--- src/rtl/uart_frame_check.sv ---
// UART receive-frame deserialiser: assembles LSB-first data, checks parity and stop bits, flags breaks.
// Optional saturating error counters are enabled by defining FRAME_ERR_CNT_EN.
module uart_frame_check #(
   parameter int DATA_WIDTH = 8,
   parameter int CNT_WIDTH  = 8
) (
   input  logic                  CLK,
   input  logic                  RST,
   input  logic                  frm_start,
   input  logic                  bit_valid,
   input  logic                  sampled_bit,
   input  logic                  par_en,
   input  logic                  par_typ,
   input  logic                  two_stop,
   input  logic                  clr_cnt,
   output logic [DATA_WIDTH-1:0] p_data,
   output logic                  frm_done,
   output logic                  par_err,
   output logic                  stp_err,
   output logic                  brk_det,
   output logic [CNT_WIDTH-1:0]  par_err_cnt,
   output logic [CNT_WIDTH-1:0]  stp_err_cnt
);

   localparam int BW = $clog2(DATA_WIDTH + 1);

   typedef enum logic [2:0] {IDLE, DATA, PARITY, STOP1, STOP2} state_t;

   state_t                state_q, state_d;
   logic [DATA_WIDTH-1:0] shift_q, shift_d;
   logic [BW-1:0]         bit_cnt_q, bit_cnt_d;
   logic                  run_par_q, run_par_d;
   logic                  par_en_q, par_en_d;
   logic                  par_typ_q, par_typ_d;
   logic                  two_stop_q, two_stop_d;
   logic                  par_bad_q, par_bad_d;
   logic                  stp_bad_q, stp_bad_d;
   logic [DATA_WIDTH-1:0] p_data_q, p_data_d;
   logic                  frm_done_q, frm_done_d;
   logic                  par_err_q, par_err_d;
   logic                  stp_err_q, stp_err_d;
   logic                  brk_det_q, brk_det_d;
   logic                  complete;

   always_comb begin
      // NOTE: every signal gets a default first so no path through the case leaves it unassigned (no latch).
      state_d    = state_q;
      shift_d    = shift_q;
      bit_cnt_d  = bit_cnt_q;
      run_par_d  = run_par_q;
      par_en_d   = par_en_q;
      par_typ_d  = par_typ_q;
      two_stop_d = two_stop_q;
      par_bad_d  = par_bad_q;
      stp_bad_d  = stp_bad_q;
      complete   = 1'b0;

      // A start pulse restarts the frame from any state and swallows a coincident strobe.
      if (frm_start) begin
         state_d    = DATA;
         bit_cnt_d  = '0;
         run_par_d  = 1'b0;
         par_bad_d  = 1'b0;
         stp_bad_d  = 1'b0;
         par_en_d   = par_en;
         par_typ_d  = par_typ;
         two_stop_d = two_stop;
      end else if (bit_valid) begin
         unique case (state_q)
            DATA: begin
               shift_d   = {sampled_bit, shift_q[DATA_WIDTH-1:1]};
               run_par_d = run_par_q ^ sampled_bit;
               bit_cnt_d = bit_cnt_q + 1'b1;
               if (bit_cnt_q == BW'(DATA_WIDTH - 1)) begin
                  state_d = par_en_q ? PARITY : STOP1;
               end
            end
            PARITY: begin
               if (sampled_bit != (run_par_q ^ par_typ_q)) begin
                  par_bad_d = 1'b1;
               end
               state_d = STOP1;
            end
            STOP1: begin
               if (!sampled_bit) begin
                  stp_bad_d = 1'b1;
               end
               if (two_stop_q) begin
                  state_d = STOP2;
               end else begin
                  state_d  = IDLE;
                  complete = 1'b1;
               end
            end
            STOP2: begin
               if (!sampled_bit) begin
                  stp_bad_d = 1'b1;
               end
               state_d  = IDLE;
               complete = 1'b1;
            end
            default: ;
         endcase
      end
   end

   always_comb begin
      p_data_d   = p_data_q;
      par_err_d  = par_err_q;
      stp_err_d  = stp_err_q;
      brk_det_d  = brk_det_q;
      frm_done_d = complete;
      if (complete) begin
         p_data_d  = shift_q;
         par_err_d = par_bad_q;
         stp_err_d = stp_bad_d;
         brk_det_d = (shift_q == '0) && stp_bad_d;
      end
   end

   always_ff @(posedge CLK) begin
      // NOTE: sequential state uses non-blocking assignments so every flop samples pre-edge values.
      if (RST) begin
         state_q    <= IDLE;
         shift_q    <= '0;
         bit_cnt_q  <= '0;
         run_par_q  <= 1'b0;
         par_en_q   <= 1'b0;
         par_typ_q  <= 1'b0;
         two_stop_q <= 1'b0;
         par_bad_q  <= 1'b0;
         stp_bad_q  <= 1'b0;
         p_data_q   <= '0;
         frm_done_q <= 1'b0;
         par_err_q  <= 1'b0;
         stp_err_q  <= 1'b0;
         brk_det_q  <= 1'b0;
      end else begin
         state_q    <= state_d;
         shift_q    <= shift_d;
         bit_cnt_q  <= bit_cnt_d;
         run_par_q  <= run_par_d;
         par_en_q   <= par_en_d;
         par_typ_q  <= par_typ_d;
         two_stop_q <= two_stop_d;
         par_bad_q  <= par_bad_d;
         stp_bad_q  <= stp_bad_d;
         p_data_q   <= p_data_d;
         frm_done_q <= frm_done_d;
         par_err_q  <= par_err_d;
         stp_err_q  <= stp_err_d;
         brk_det_q  <= brk_det_d;
      end
   end

   assign p_data   = p_data_q;
   assign frm_done = frm_done_q;
   assign par_err  = par_err_q;
   assign stp_err  = stp_err_q;
   assign brk_det  = brk_det_q;

`ifdef FRAME_ERR_CNT_EN
   logic [CNT_WIDTH-1:0] par_err_cnt_q, par_err_cnt_d;
   logic [CNT_WIDTH-1:0] stp_err_cnt_q, stp_err_cnt_d;

   // Counters advance on the published flags; a clear in the same cycle wins.
   always_comb begin
      par_err_cnt_d = par_err_cnt_q;
      stp_err_cnt_d = stp_err_cnt_q;
      if (clr_cnt) begin
         par_err_cnt_d = '0;
         stp_err_cnt_d = '0;
      end else if (frm_done_q) begin
         if (par_err_q && (par_err_cnt_q != '1)) par_err_cnt_d = par_err_cnt_q + 1'b1;
         if (stp_err_q && (stp_err_cnt_q != '1)) stp_err_cnt_d = stp_err_cnt_q + 1'b1;
      end
   end

   always_ff @(posedge CLK) begin
      if (RST) begin
         par_err_cnt_q <= '0;
         stp_err_cnt_q <= '0;
      end else begin
         par_err_cnt_q <= par_err_cnt_d;
         stp_err_cnt_q <= stp_err_cnt_d;
      end
   end

   assign par_err_cnt = par_err_cnt_q;
   assign stp_err_cnt = stp_err_cnt_q;
`else
   logic unused_clr_cnt;
   assign unused_clr_cnt = clr_cnt;
   assign par_err_cnt    = '0;
   assign stp_err_cnt    = '0;
`endif

endmodule
--- config.mk ---
export PLATFORM = sky130hd
export DESIGN_NAME = uart_frame_check
export DESIGN_NICKNAME = d
export VERILOG_FILES = /design/src/rtl/uart_frame_check.sv
export SDC_FILE = /design/constraint.sdc
export NUM_CORES = 1
export LEC_CHECK = 0
export ABC_AREA = 1
export CAP_MARGIN = 20
export CORE_MARGIN = 5
export CORE_UTILIZATION = 30
export DETAILED_ROUTE_END_ITERATION = 8
export PLACE_DENSITY = 0.62
export SYNTH_ARGS = -nofsm -noshare
export SYNTH_HDL_FRONTEND = slang
export SYNTH_SLANG_ARGS = --single-unit
--- constraint.sdc ---
create_clock -name CLK -period 1.5 [get_ports CLK]
set_clock_uncertainty 0.2 [all_clocks]
set_input_delay 0.3 -clock CLK [delete_from_list [all_inputs] [get_ports CLK]]
set_output_delay 0.3 -clock CLK [all_outputs]
set_load 0.02 [all_outputs]
Word-level counts from Yosys, hierarchy flattened
Index checks and enable logic that the tools add are counted.
Word-level totals
  flip-flop bits (word level): 33
  input bits: 9
  output and inout bits: 28
  logic and storage cells: 53
Operators by class
  add/subtract/negate cells: 1
  equal/unequal tests: 8
  multiplexer cells: 14
  bitwise operators: 3
  reduce and logical (&&, ||, !) cells: 12
Operator list (number)
  $pmux 3 s4: 1
  $reduce_and 3->1: 4
  $mux 1: 10
  $logic_not 8->1: 1
  $eq 3x2->1 const B: 2
  $mux 3: 2
  $reduce_bool 5->1: 1
  $add 4x1->4 const B: 1
  $eq 4x3->1 const B: 1
  $reduce_bool 4->1: 1
  $reduce_or 2->1: 2
  $eq 3x1->1 const B: 1
  $eq 3x3->1 const B: 1
  $ne 3x3->1 const B: 1
  $ne 2x2->1 const B: 1
  $pmux 1 s2: 1
  $reduce_and 2->1: 1
  $reduce_bool 2->1: 1
  $xor 1x1->1: 2
  $logic_and 1x1->1: 1
  $ne 1x1->1: 1
  $not 1->1: 1

Logic depth before layout (Yosys ltp)
Gate-level depths: netlist (run 1).
  word-level depth: 6
  depth in mapped cells: 9
  depth with buffers taken out: 9

Worst setup path after synthesis (run 1)
Ideal clock, no wire load.
  path kind: reg-to-reg
  start: register state_q[2]
  end: register shift_q[0]
  library setup time: 116 ps
  arrival time: 1043 ps
  data required time: 1184 ps
  slack: 141 ps
  stages on the path, launching flop included: 7
  buffers on the path: 0
  clock period less this slack: 1359 ps
  path through: dfxtp_1 -> inv_1 -> nand4_1 -> nor2_4 -> inv_1 -> nor2_1 -> nor2_1
On the way
  cells in the longest elaborated chain, start to end: 2
RTL lines
  start: declaration: RTL line 29  | state_t state_q, state_d;
  start signal: assignment: RTL line 139  | state_q <= state_d;
  $eq 3x1->1: RTL line 69  | unique case (state_q)
  $reduce_and 3->1 (no source line)
  end signal: assignment: RTL line 140  | shift_q <= shift_d;
  end: declaration: RTL line 30  | logic [DATA_WIDTH-1:0] shift_q, shift_d;
No other way between the ends.
A chain may end at the register's enable or synchronous reset.

Final worst setup path (run 1)
  start: register p_data_q[5] (netlist: p_data[5])
  end: output p_data[5]
RTL lines
  start: declaration: RTL line 38  | logic [DATA_WIDTH-1:0] p_data_q, p_data_d;
  start signal: assignment: RTL line 148  | p_data_q <= p_data_d;
  end: declaration: RTL line 16  | output logic [DATA_WIDTH-1:0] p_data,
No word-level cell between the ends.

==> results of run 1 <==
-- cell families (layout without fill, tap and decap cells) --
family                     Yosys count  in the layout  share of synthesized area
DFF                                 33             33                     0.4456
xor gates and xnor gates             2              2                    0.01182
adders and majority gates            1              1                   0.008437
other                                1             16                   0.002529
AOI/OAI and AO/OA                   34             34                     0.1165
and+or+nand+nor                     96             96                     0.2734
buffers and inverters               37             65                     0.1418
-- final timing paths --
| check | slack [ns] | from | end |
|---|---|---|---|
| hold reg to reg | 0.25 | par_bad_q$_SDFFE_PP0P_ | par_bad_q$_SDFFE_PP0P_ |
| hold / removal | 0.25 | par_bad_q$_SDFFE_PP0P_ | par_bad_q$_SDFFE_PP0P_ |
| setup reg to reg | 0.05 | state_q[0]$_SDFFE_PP0P_ | p_data[3]$_SDFFE_PP0P_ |
| setup / recovery | 0.05 | p_data[5]$_SDFFE_PP0P_ | p_data[5] |
-- power breakdown --
part	switching [mW]	leakage (nW)	internal, mW
sequential	0.0173	0.270	0.895
combinational	0.105	0.560	0.0657
clock	0.328	0.0439	0.320
total	0.450	0.874	1.28
-- repair_timing --
action	in CTS	in global routing
resized for setup	16	22
setup buffers	0	3
setup endpoints to repair	23	19
pin swaps	1	5
-- layout by cell type, fill, tap and decap left out, types with 2 or more instances in the layout --
cell and count:
a21oi_1 15, a21oi_2 4, buf_4 19, buf_6 2, clkbuf_8 5, clkdlybuf4s50_1 5
clkinv_2 2, conb_1 16, dfxtp_1 28, dfxtp_2 4, dlygate4sd2_1 12, inv_1 14
inv_2 3, nand2_1 41, nand2_2 3, nand3_1 7, nand3b_1 2, nand4_1 2
nor2_1 32, nor2_2 4, nor2_4 2, o21ai_0 13, or2_2 2
-- layout make-up --
| cell class | instances | area, µm² |
|---|---|---|
| clock buffers | 5 | 68.82 |
| flip-flops and latches | 33 | 669.4 |
| multi-input cells | 149 | 705.7 |
| fillers | 503 | 2803 |
| repair buffers | 40 | 342.8 |
| inverters | 17 | 63.81 |
| clock inverters | 3 | 17.52 |
| well taps | 67 | 83.83 |
-- through the flow --
step	utilization	hold slack, ns	cell area (µm²)	worst slack [ns]
floorplan	-	0.1691	1539	0.1408
global placement	0.3789	0.2410	1802	-0.3482
detailed placement	0.3789	0.2441	1802	-0.3724
CTS	0.3961	0.2549	1883	0.01293
global route	0.4105	0.2735	1952	-0.05384
finish	0.4105	0.2489	1952	0.04690
-- state kept, by name, summed over array words and instances, names as in the netlist, 3 cells and up --
name and flops:
bit_cnt_q 4, p_data 8, shift_q 8, state_q 3
-- per-layer routing --
metal / vias up / global-route usage
met3: 5 / 0.02691
met1: 565 / 0.1245
met4: 0 / 0.04561
met2: 32 / 0.1581
met5: - / 0
li1: 698 / -
==> flow_summary.ini, run 1 <==
[worst_setup_path]
slowest_delay_ns = 0.34
cp_slowest_cell = dfxtp_1
crit_path_max_fanout = 2
end_kind = output port
startpoint_type = flip-flop
crit_type = flip-flop to output port
crit_required_ns = 1.00
ff2ff_path_depth = 8
crit_buf_inv = 1
crit_path_cell_trace = dlygate4sd2_1
crit_family = flip-flops
cp.depth = 1
crit_arrival_ns = 0.95

[grt]
overflow = 0
antenna_found_initial = 0
grt_pass1_vias = 1181
grt_max_degree = 14
grt_first_pass_wirelength_um = 5009
track_usage = 0.09949

[yosys]
ys_ff_latch = 33
synth_top_area_share = 0.4456
yosys.area.top_type = dfxtp_1
ys_seq_area_frac = 0.4456
synth_edf_count = 0
ys_types = 22
syn_area_per_cell_um2 = 7.268
synth_area_leaders = dfxtp_1, nand2_1, nor2_1
synthTopCellsByCount = nand2_1, nor2_1, dfxtp_1
synth_flop_cell = dfxtp_1
syn_inst = 204
yosysMostFrequentCell = nand2_1
yosys_warnings = 0
async_flop_share = 0
syn-cell-area_mm2 = 0.001483

[detailed_routing]
met3WireLength_um = 160
drt_pass1_iterations = 4
dr_wl_met2_um = 1366
vias_per_cell = 4.140
wirelength_um = 3041
drc = 0
wire_per_inst_um = 9.685
ant_nets = 0
dr.first_iter.drc_count = 48
wl_met1_um = 1466
maxUsedRoutingLayer = met4
vias = 1300

[timing]
fin_setup_tns_ns = 0
rsz0062_at_grt = true
maxSlewViolCount = 0
setup_viol = 0
finalCriticalPeriod_ns = 1.453
finalHoldViolations = 0
fmax_ghz = 0.6882
post-route-period-util = 0.9687

[clock_tree]
clockBufferDepth = 2
cts_hold_repair.buffers = 0
cts_root_buf = clkbuf_8
cts_buffers = 5
clk_latency_ns = 0.28
cts_sinks = 33
clk_pin_slew_worst_paths_ns = 0.07
cts.htree.levels = 2
cts_tree = built

[min_path]
min_path_cells = 2
hold_class = flip-flop to flip-flop

[place]
place_congestion = 0.7716
dp_cells = 303
port_buffers = 19
place_hpwl_um = 2304

[power_and_ir_drop]
vdd_ir_drop_max_uv = 386.9
power_density_mw_per_mm2 = 886.7
p_leak_nw = 0.8736
p_total_mw = 1.731

[finish]
insertedDiodeCount = 0
area_growth_pct = 31.65
fin_nets = 256
fin_cells = 314
drive_gt1_frac = 0.2186

[floorplanning]
row_count = 25
fp.dieH_um = 80.30
io_pins = 37
die_area_mm2 = 0.006448
fp.dieW_um = 80.30
initial_core_util = 0.3118
fp.coreArea_mm2 = 0.004755

[flow_run]
max_cap_viol_count = 0

[outcome]
status = finished clean
No activity file was read; power rests on OpenSTA's default activity.
==> inputs of run 2 (changes only) <==
--- a/config.mk
+++ b/config.mk
@@ -7,7 +7,7 @@
 export LEC_CHECK = 0
 export ABC_AREA = 1
 export CAP_MARGIN = 20
-export CORE_MARGIN = 5
+export CORE_MARGIN = 2
 export CORE_UTILIZATION = 30
 export DETAILED_ROUTE_END_ITERATION = 8
 export PLACE_DENSITY = 0.62
==> run 2 against run 1 <==
Net effect: die area decreased by 14%; sequential power about the same; cell area decreased by 0.83%; non-clock buffer count decreased by 7; register-to-register slack improved by 0.03 ns; routed wire length decreased by 1.3%; power increased by 12%; clock-buffer cell count increased by 2; combinational power decreased by 4%; clock power increased by 32%.
==> flow_summary.ini, run 2 (synthesis results as in run 1) <==
[outcome]
status = finished clean

[finish]
insertedDiodeCount = 0
fin_nets = 249
layout_common_cells = nand2_1, nor2_1, dfxtp_1
fillers = 526
fin_cells = 307
drive_gt1_frac = 0.1708
area_growth_pct = 30.55
layout_commonest_cell = nand2_1

[worst_setup_path]
cp_slowest_cell = dfxtp_1
crit_family = flip-flops
crit_required_ns = 1.00
crit_arrival_ns = 0.97
rr_startpoint = state_q[1]$_SDFFE_PP0P_
regToRegSetupSlack_ns = 0.08
crit_path_max_fanout = 2
ff2ff_path_depth = 8
startpoint_type = flip-flop
crit_buf_inv = 1
crit_path_cell_trace = dlygate4sd2_1
cp.depth = 1
end_kind = output port
worstSetupEndpoint = p_data[6]
crit_type = flip-flop to output port
crit_start = p_data[6]$_SDFFE_PP0P_
slowest_delay_ns = 0.35
r2r_end = stp_err$_SDFFE_PP0P_

[detailed_routing]
ant_nets = 0
wire_per_inst_um = 9.779
drc = 0
drt_pass1_iterations = 4
vias = 1284
dr.first_iter.drc_count = 50
vias_per_cell = 4.182
wirelength_um = 3002

[timing]
post-route-period-util = 0.9778
fmax_ghz = 0.6818
maxSlewViolCount = 0
setup_slack_ns = 0.03335
finalCriticalPeriod_ns = 1.467
finalHoldViolations = 0
fin_setup_tns_ns = 0
setup_viol = 0

[place]
dp_cells = 297
place_hpwl_um = 2145
port_buffers = 19
pre_cts_ws_ns = -0.3161
place_congestion = 0.7551

[grt]
grt_max_degree = 14
overflow = 0
antenna_found_initial = 0
track_usage = 0.1164
grt_pass1_vias = 1105
grt_first_pass_wirelength_um = 4899

[clock_tree]
cts.htree.levels = 2
cts_tree = built
clk_pin_slew_worst_paths_ns = 0.07
cts_sinks = 33
clk_latency_ns = 0.28
cts_root_buf = clkbuf_8
clockBufferDepth = 2
cts_hold_repair.buffers = 0
cts_buffers = 5

[floorplanning]
io_pins = 37
die_area_mm2 = 0.005520
fp.dieW_um = 74.30
initial_core_util = 0.3118
fp.coreArea_mm2 = 0.004755
fp.dieH_um = 74.30
row_count = 25

[flow_run]
max_cap_viol_count = 0

[power_and_ir_drop]
power_density_mw_per_mm2 = 999.1
vdd_ir_drop_max_uv = 684.2
p_leak_nw = 0.8550

[min_path]
hold_class = flip-flop to flip-flop
-- run 2: cell types whose count changed in the layout (fill, tap and decap cells not counted), moves of 2 or more --
| cell | before | now |
|---|---|---|
| nor2_2 | 4 | 2 |
| inv_2 | 3 | 1 |
| nand2_4 | 0 | 3 |
| a21oi_1 | 15 | 18 |
| a21oi_2 | 4 | 1 |
| nand2_2 | 3 | 1 |
| buf_4 | 19 | 13 |
| inv_1 | 14 | 16 |
| clkinv_2 | 2 | 0 |
-- run 2: power by group --
group	leakage [nW]	switching [mW]	total (mW)	internal (mW)
sequential	0.270	0.0189	0.912	0.893
combinational	0.526	0.104	0.164	0.0602
clock	0.0585	0.316	0.858	0.541
-- run 2: worst register-to-register path, stage by stage, from the launching register on --
cell and delay, ns:
dfxtp_4 0.36, nor2_4 0.12, nand2_4 0.09, nand2_4 0.08
nand2_2 0.06, nor2_4 0.13, buf_4 0.15, nand2_1 0.05
a21oi_1 0.12
-- run 2: final cells by class --
type,instances,area (µm²),area share
multi-input cells,149,714.4,0.3691
inverters,17,63.81,0.03297
clock inverters,1,30.03,0.01551
repair buffers,33,285.3,0.1474
well taps,67,83.83,0.04331
clock buffers,7,86.33,0.04460
flip-flops and latches,33,671.9,0.3471
-- run 2: what timing repair did --
action / 4_1_cts / 5_1_grt
gates resized for setup: 13 / 26
setup endpoints to repair: 22 / 16
pin swaps: 0 / 6
cloned: 0 / 1
setup buffers: 0 / 1
-- run 2: how the worst min path moves through the flow --
stage,startpoint,to,slack (ns),cells after the start
final,par_bad_q$_SDFFE_PP0P_,par_bad_q$_SDFFE_PP0P_,0.25,2
after global routing,par_bad_q$_SDFFE_PP0P_,par_bad_q$_SDFFE_PP0P_,0.27,2
after CTS,par_bad_q$_SDFFE_PP0P_,par_bad_q$_SDFFE_PP0P_,0.26,2
after detailed placement,par_bad_q$_SDFFE_PP0P_,par_bad_q$_SDFFE_PP0P_,0.24,2
after global placement,par_bad_q$_SDFFE_PP0P_,par_bad_q$_SDFFE_PP0P_,0.24,2
after floorplan,RST,p_data[0]$_SDFFE_PP0P_,0.17,1
-- run 2: routing by layer --
metal  vias to the layer above  share of wire  routed length (µm)  track usage
met5                         -              0                   0            0
met3                         5          0.046                 137      0.03252
met4                         0          0.014                  42      0.04762
met1                       564           0.47                1413       0.1526
met2                        31           0.47                1408       0.1815
li1                        684              -                   -            -
-- run 2: metrics by stage --
step | utilization | hold slack, ns | power, mW | cell area, µm²
6_report | 0.4071 | 0.2536 | 1.934 | 1936
5_1_grt | 0.4071 | 0.2691 | 2.027 | 1936
4_1_cts | 0.3905 | 0.2550 | 1.956 | 1857
3_5_place_dp | 0.3695 | 0.2449 | 1.090 | 1757
3_3_place_gp | 0.3695 | 0.2430 | 1.088 | 1757
2_1_floorplan | - | 0.1691 | 1.059 | 1539
==> inputs of run 3 (changes only) <==
--- a/config.mk
+++ b/config.mk
@@ -7,7 +7,6 @@
 export LEC_CHECK = 0
 export ABC_AREA = 1
 export CAP_MARGIN = 20
-export CORE_MARGIN = 2
 export CORE_UTILIZATION = 30
 export DETAILED_ROUTE_END_ITERATION = 8
 export PLACE_DENSITY = 0.62
==> run 3 against run 2 <==
Net effect: clock power decreased by 24%; worst hold slack got worse by 0.0011 ns; cell count increased by 1.6%; sequential share of layout area decreased by 0.074 points; core utilization decreased by 0.37 points; non-clock buffer count increased by 5; via count down 0.78%; critical path type unchanged; critical path depth unchanged.
==> flow_summary.ini, run 3 (synthesis results as in run 1) <==
[outcome]
status = finished clean

[worst_setup_path]
regToRegSetupSlack_ns = 0.07
startpoint_type = flip-flop
crit_required_ns = 1.00
rr_startpoint = state_q[0]$_SDFFE_PP0P_
crit_family = buffers and inverters
crit_buf_inv = 1
slowest_delay_ns = 0.34
cp_slowest_cell = dlygate4sd2_1
r2r_end = brk_det$_SDFFE_PP0P_
crit_path_cell_trace = dlygate4sd2_1
end_kind = output port
crit_path_max_fanout = 2
ff2ff_path_depth = 8
crit_type = flip-flop to output port
crit_arrival_ns = 0.96

[power_and_ir_drop]
p_total_mw = 1.728
p_leak_nw = 0.8614
power_density_mw_per_mm2 = 901.0
vdd_ir_drop_max_uv = 371.3

[detailed_routing]
vias_per_cell = 4.083
vias = 1274
drt_pass1_iterations = 4
ant_nets = 0
drc = 0
dr.first_iter.drc_count = 53
wire_per_inst_um = 9.439
wirelength_um = 2945

[timing]
fin_hold_ws_ns = 0.2525
rsz0062_at_grt = true
fmax_ghz = 0.6865
setup_slack_ns = 0.04344
maxSlewViolCount = 0
setup_viol = 0
finalHoldViolations = 0
finalCriticalPeriod_ns = 1.457
post-route-period-util = 0.9710

[grt]
grt_first_pass_wirelength_um = 4692
antenna_found_initial = 0
overflow = 0
grt_max_degree = 14
grt_pass1_vias = 1073
track_usage = 0.1179

[clock_tree]
cts_hold_repair.buffers = 0
cts.htree.levels = 2
cts_buffers = 5
cts_tree = built
clk_pin_slew_worst_paths_ns = 0.07
cts_root_buf = clkbuf_8
clk_latency_ns = 0.28
clockBufferDepth = 2
cts_sinks = 33

[finish]
fillers = 510
fin_nets = 254
drive_gt1_frac = 0.1878
insertedDiodeCount = 0
layout_common_cells = nand2_1, nor2_1, dfxtp_1
area_growth_pct = 29.37
layout_commonest_cell = nand2_1

[floorplanning]
row_count = 25
fp.dieH_um = 72.30
fp.dieW_um = 72.30
io_pins = 37
die_area_mm2 = 0.005227
initial_core_util = 0.3118
fp.coreArea_mm2 = 0.004755

[place]
place_hpwl_um = 2099
port_buffers = 19
pre_cts_ws_ns = -0.3517
place_congestion = 0.8396

[min_path]
hold_start = stp_bad_q$_SDFF_PP0_
min_path_cells = 2
hold_class = flip-flop to flip-flop
hold_path_end = stp_bad_q$_SDFF_PP0_

[flow_run]
max_cap_viol_count = 0
-- run 3: power breakdown --
| group | total, mW | internal, mW | switching [mW] | leakage (nW) |
|---|---|---|---|---|
| clock | 0.652 | 0.320 | 0.332 | 0.0439 |
| sequential | 0.912 | 0.895 | 0.0167 | 0.269 |
| combinational | 0.164 | 0.0628 | 0.101 | 0.549 |
-- run 3: cell type report --
cell class | instances | area [µm²] | share of cell area
multi-input combinational | 149 | 694.4 | 0.3620
sequential | 33 | 664.4 | 0.3464
timing repair buffer | 38 | 325.3 | 0.1696
tap | 67 | 83.83 | 0.04371
clock buffer | 5 | 68.82 | 0.03588
inverter | 17 | 63.81 | 0.03327
clock inverter | 3 | 17.52 | 0.009132
-- run 3: stage by stage --
stage | instance area (µm²) | instances | utilization | setup TNS, ns
4_1_cts | 1857 | 309 | 0.3905 | 0
3_5_place_dp | 1779 | 300 | 0.3742 | -8.559
2_1_floorplan | 1539 | 219 | - | 0
5_1_grt | 1918 | 312 | 0.4034 | -0.09855
3_3_place_gp | 1779 | 300 | 0.3742 | -8.037
6_report | 1918 | 312 | 0.4034 | 0
-- run 3: worst max path at each step --
stage                            startpoint                 endpoint  slack [ns]  cells after the start
floorplan           state_q[2]$_SDFFE_PP0P_  shift_q[0]$_SDFFE_PP0P_        0.14                      6
global placement                  bit_valid     brk_det$_SDFFE_PP0P_       -0.34                      8
detailed placement                bit_valid     brk_det$_SDFFE_PP0P_       -0.35                      8
CTS                  p_data[1]$_SDFFE_PP0P_                p_data[1]        0.03                      1
global route        state_q[0]$_SDFFE_PP0P_   p_data[6]$_SDFFE_PP0P_       -0.02                      8
finish               p_data[1]$_SDFFE_PP0P_                p_data[1]        0.04                      1
-- run 3: per-layer routing --
layer | vias up | wire, µm | track usage
met5 | - | 0 | 0
li1 | 694 | - | -
met2 | 26 | 1325 | 0.1786
met3 | 7 | 97 | 0.03333
met4 | 0 | 65 | 0.07625
met1 | 547 | 1456 | 0.1467
-- run 3: timing repair --
action / 4_1_cts / 5_1_grt
setup endpoints to repair: 31 / 23
gates resized for setup: 13 / 18
setup buffers: 1 / 2
gates cloned: 0 / 1
pin swaps: 2 / 4
hold endpoints to repair: 0 / 0
